## config.mk

```make
export PLATFORM = sky130hd
export DESIGN_NAME = serial_comparator_lsb
export DESIGN_NICKNAME = d
export VERILOG_FILES = /design/src/rtl/cmp_pkg.sv /design/src/rtl/cmp_bit_update.sv /design/src/rtl/serial_comparator_lsb.sv
export SDC_FILE = /design/constraint.sdc
export NUM_CORES = 1
export LEC_CHECK = 0
export BUFFER_PORTS_ARGS = -buffer_cell sky130_fd_sc_hd__buf_2
export CAP_MARGIN = 20
export CELL_PAD_IN_SITES_DETAIL_PLACEMENT = 2
export CELL_PAD_IN_SITES_GLOBAL_PLACEMENT = 2
export CORE_UTILIZATION = 31
export CTS_BUF_LIST = sky130_fd_sc_hd__clkbuf_16
export CTS_CLUSTER_DIAMETER = 60
export DETAILED_ROUTE_END_ITERATION = 7
export GPL_TIMING_DRIVEN = 0
export PLACE_DENSITY = 0.75
export SYNTH_ARGS = -nofsm -noshare
export SYNTH_HDL_FRONTEND = slang
export SYNTH_SLANG_ARGS = --single-unit
export TNS_END_PERCENT = 50
```

## constraint.sdc

```tcl
create_clock -name clk -period 3.3 [get_ports clk]
set_clock_uncertainty 0.2 [all_clocks]
set_input_delay 0.66 -clock clk [delete_from_list [all_inputs] [get_ports clk]]
set_output_delay 0.66 -clock clk [all_outputs]
set_load 0.03 [all_outputs]
```

## src/rtl/cmp_pkg.sv

```systemverilog
// -----------------------------------------------------------------------------
// cmp_pkg
// Shared definitions for the team's magnitude comparators.
//
// Contents:
//   CMP_EQ / CMP_GT / CMP_LT : 2-bit result codes (A=B, A>B, A<B).
//                              The code 2'b11 is never produced.
//   cmp_state_t              : control states of the bit-serial comparators.
// -----------------------------------------------------------------------------
package cmp_pkg;

   // Result encoding shared with the parallel comparators
   localparam logic [1:0] CMP_EQ = 2'b00;
   localparam logic [1:0] CMP_GT = 2'b01;
   localparam logic [1:0] CMP_LT = 2'b10;

   // COLLECT gathers bit pairs, HOLD presents a finished result downstream
   typedef enum logic {
      COLLECT = 1'b0,
      HOLD    = 1'b1
   } cmp_state_t;

endpackage : cmp_pkg

```

## src/rtl/cmp_bit_update.sv

```systemverilog
// -----------------------------------------------------------------------------
// cmp_bit_update
// Combinational update of a running comparison result by one bit pair.
// A bit position where the operands differ replaces whatever the running
// result was; equal bits leave it untouched. Fed LSB first this makes the
// most significant difference win; fed MSB first a caller would instead
// only apply the update while acc_in is still CMP_EQ.
//
// Ports:
//   a       in  1  current bit of operand A
//   b       in  1  current bit of operand B
//   acc_in  in  2  running result before this bit pair
//   acc_out out 2  running result after this bit pair
// -----------------------------------------------------------------------------
module cmp_bit_update
   import cmp_pkg::*;
(
   input  logic       a,
   input  logic       b,
   input  logic [1:0] acc_in,
   output logic [1:0] acc_out
);

   // A differing pair decides the relation for all bits seen so far
   always_comb begin
      acc_out = acc_in;
      if (a != b) begin
         acc_out = a ? CMP_GT : CMP_LT;
      end
   end

endmodule : cmp_bit_update

```

## src/rtl/serial_comparator_lsb.sv

```systemverilog
// -----------------------------------------------------------------------------
// serial_comparator_lsb
// Bit-serial unsigned magnitude comparator, operands arrive LSB first, one
// bit pair per valid/ready transfer. After WIDTH bit pairs the relation of
// A to B is presented on out_res until the consumer takes it.
//
// Parameters:
//   WIDTH      bits per operand word (2..32)
//
// Ports:
//   clk        in   1  rising-edge clock
//   rst_n      in   1  asynchronous active-low reset
//   clr        in   1  synchronous abort, discards any partial word
//   in_valid   in   1  in_a/in_b carry a valid bit pair
//   in_ready   out  1  block accepts a bit pair (COLLECT state)
//   in_a       in   1  operand A bit, LSB first
//   in_b       in   1  operand B bit, LSB first
//   out_valid  out  1  out_res holds a completed comparison (HOLD state)
//   out_ready  in   1  consumer accepts the result
//   out_res    out  2  CMP_GT / CMP_EQ / CMP_LT
// -----------------------------------------------------------------------------
module serial_comparator_lsb
   import cmp_pkg::*;
#(
   parameter int unsigned WIDTH = 4
) (
   input  logic       clk,
   input  logic       rst_n,
   input  logic       clr,
   input  logic       in_valid,
   output logic       in_ready,
   input  logic       in_a,
   input  logic       in_b,
   output logic       out_valid,
   input  logic       out_ready,
   output logic [1:0] out_res
);

   localparam int unsigned CW = $clog2(WIDTH);
   localparam logic [CW-1:0] LAST_BIT = CW'(WIDTH - 1);

   cmp_state_t    state_q, state_d;
   logic [CW-1:0] cnt_q, cnt_d;
   logic [1:0]    acc_q, acc_d;
   logic [1:0]    res_q, res_d;
   logic [1:0]    acc_next;

   // Running result as it would be after accepting the current bit pair
   cmp_bit_update u_bit_update (
      .a       (in_a),
      .b       (in_b),
      .acc_in  (acc_q),
      .acc_out (acc_next)
   );

   // Handshake outputs decode straight from the state flop, so neither
   // depends combinationally on any input
   assign in_ready  = (state_q == COLLECT);
   assign out_valid = (state_q == HOLD);
   assign out_res   = res_q;

   // Next-state logic. clr wins over both transfers, so a bit offered in
   // the same cycle as clr is dropped. On the last bit the updated running
   // result goes straight into res so the word's final bit is included.
   always_comb begin
      state_d = state_q;
      cnt_d   = cnt_q;
      acc_d   = acc_q;
      res_d   = res_q;
      if (clr) begin
         state_d = COLLECT;
         cnt_d   = '0;
         acc_d   = CMP_EQ;
         res_d   = CMP_EQ;
      end else begin
         case (state_q)
            COLLECT: begin
               if (in_valid) begin
                  if (cnt_q == LAST_BIT) begin
                     res_d   = acc_next;
                     cnt_d   = '0;
                     acc_d   = CMP_EQ;
                     state_d = HOLD;
                  end else begin
                     acc_d = acc_next;
                     cnt_d = cnt_q + CW'(1);
                  end
               end
            end
            HOLD: begin
               if (out_ready) begin
                  state_d = COLLECT;
               end
            end
            default: begin
               state_d = COLLECT;
            end
         endcase
      end
   end

   // State registers; reset clears any partial word and any old result
   always_ff @(posedge clk or negedge rst_n) begin
      if (!rst_n) begin
         state_q <= COLLECT;
         cnt_q   <= '0;
         acc_q   <= CMP_EQ;
         res_q   <= CMP_EQ;
      end else begin
         state_q <= state_d;
         cnt_q   <= cnt_d;
         acc_q   <= acc_d;
         res_q   <= res_d;
      end
   end

endmodule : serial_comparator_lsb

```

==> run summary <==
DRC viols: 0
GRT Resource Usage Total: 20.0%
Commonest cells after routing, fill and taps aside: buf_2 (9), dfrtp_1 (7), nor2_1 (5), nand2b_1 (4)
Asr flop ratio synth: 100%
Leak Pwr: 0.000265 uW
Setup-failing EPs final: 0
Die Span Y: 38.8 um
EDFF count, synth: 0
Post-synthesis net count: 47
Worst r2r dst: out_res[0]
Resized cells post-CTS: 0
R2R Setup Slk: 1.88 ns
Worst VDD drop: 265 uV
Longest Clk Path Bufs: 2
Slew @ Worst Pin: 0.373 ns
Setup TNS: 0 ns
Worst setup path endpoint: in_ready
Die area: 1510 um^2
Final weighted congestion in routability-driven placement: 0.650
Period Utilization, post-route: 54.7%
Mapped Avg Cell Area: 10.8 um^2
Initial antenna violation count: 0
WP data required: 2.44 ns
Min Tclk post-route: 1.81 ns
CTS Buf Count: 3
WL final: 1130 um
H-Tree Level Count: 1
Post-CTS Setup Bufs: 0
Clock-pin slew on the worst setup and hold paths: 0.04 ns
Diodes inserted: 0
Iter 0 DRT Violations: 2
Data arrival, critical path: 0.95 ns
Pre-antenna DRT Iters: 2
CTS tree: built
Most common cell after layout, fill and taps aside: buf_2
Register area share after synthesis: 41.7%
Final hold vios: 0
Row Count: 12
Global-route wire length before repair: 1860 um
Post-route ant nets: 0
Fmax: 554 MHz
Routing usage on met1: 24.1%
Max-slew headroom: 75.1%
Vias per std cell: 5.21
Clock Root Buffer: clkbuf_16
Via count: 344
Largest net degree at the start of global routing: 11
Synth warnings: 0
Total congestion overflow: 0
Crit end category: output port
Wire per inst: 17.2 um
Port buffer count: 9
Worst Setup SP: out_valid
Synthesized flop and latch total: 7
Met3 Track Usage GR: 5.20%
Synth cell types: 22
Outcome: finished clean
Area of the core: 1190 um^2
DP HPWL: 817 um
CP startpoint kind: flop
DP Worst Slack: 1.56 ns
Mapped Area: 420 um^2
CP max FO: 4
Max Cap Viol: 0
FF-to-FF path depth: 4
Most Crowded Layer GR: met2
Max-slew violations: 0
Synth-to-Final Area Change: 33.6%
Sink Count: 7
Ports: 11
Met2 global-route usage: 33.3%
PD cells: 606 nW/um^2
Predominant post-synthesis flop cell: dfrtp_1
Kind of critical path: reg -> out
Share of cells above drive strength 1: 36.5%
Tightest Hold Check Type: in -> async
Worst r2r src: out_valid
Vias in the first global route: 384
Die Wd: 38.8 um
Nets: 61
Mapped Cells: 39
RSZ-0062 raised after global routing: false
Clk_lat worst skew: 0.23 ns
Initial Utilization: 35.4%
Cts hold-fix bufs: 0
Final WS setup: 1.49 ns
[registers in the layout, indices dropped and copies added, names as in the netlist]
name	count
out_valid	1
out_res	2
acc_q	2
cnt_q	2
[where the power goes]
part	switching, uW	leakage, uW	internal, uW
clock network	48.5	0.0000423	158
logic	20.1	0.000128	17.5
registers	4.76	0.0000949	91.6
total	73.4	0.000265	267
[synth_stat cells, drive strengths merged, types with 2 or more instances]
cell	instances	share of area, %
dfrtp	7	42
nor2	5	4.5
a21oi	4	5.7
nand2b	4	6.0
buf	3	6.2
nor2b	3	6.8
mux2i	2	4.8
[final cells by class]
cell class / count / area, um^2
fill: 127 / 624
multi-input combinational: 28 / 215
sequential: 7 / 175
clock buffer: 3 / 75.1
timing repair buffer: 9 / 45.0
buffer: 3 / 26.3
tap: 14 / 17.5
clock inverter: 1 / 3.75
inverter: 1 / 3.75
[logic make-up after synthesis]
kind of cell	count (synthesis)	synth area share (%)
AND/OR/NAND/NOR	15	23.2
buffers and inverters	4	7.14
adder cells (fa/ha/maj)	1	2.98
multiplexers	2	4.76
flip-flops	7	41.7
AO/OA/AOI/OAI	10	20.2
[critical path, cell delays in order (launching register included)]
cell,delay [ns]
dfrtp_1,0.43
inv_1,0.10
buf_2,0.19
[layer usage]
metal / part of all wire (%) / up-vias / wire, um
met4: 0 / 0 / 0
met3: 3.5 / 0 / 40
met1: 44 / 172 / 496
li1: - / 165 / -
met2: 53 / 7 / 596
met5: 0 / - / 0
[worst min-delay path by stage]
stage | start | to | slack (ns) | cells after the start
2_1_floorplan | rst_n | acc_q[0] | 0.16 | 0
3_3_place_gp | rst_n | acc_q[0] | 0.30 | 1
3_5_place_dp | rst_n | acc_q[1] | 0.31 | 1
4_1_cts | rst_n | acc_q[1] | 0.06 | 1
5_1_grt | rst_n | acc_q[1] | 0.07 | 1
6_report | rst_n | acc_q[1] | 0.06 | 1
[through the flow]
stage                     hold slack [ns]  std cells  utilization (%)  total power, uW  area [um^2]
final                              0.0564         66             47.4              340          562
after global routing               0.0696         66             47.4              354          562
after CTS                          0.0635         66             47.4              343          562
after detailed placement            0.305         62             40.7              135          483
after global placement              0.298         62             40.7              131          483
after floorplan                     0.164         39                -              122          420
Note: power is estimated with default switching activity, not from simulation.
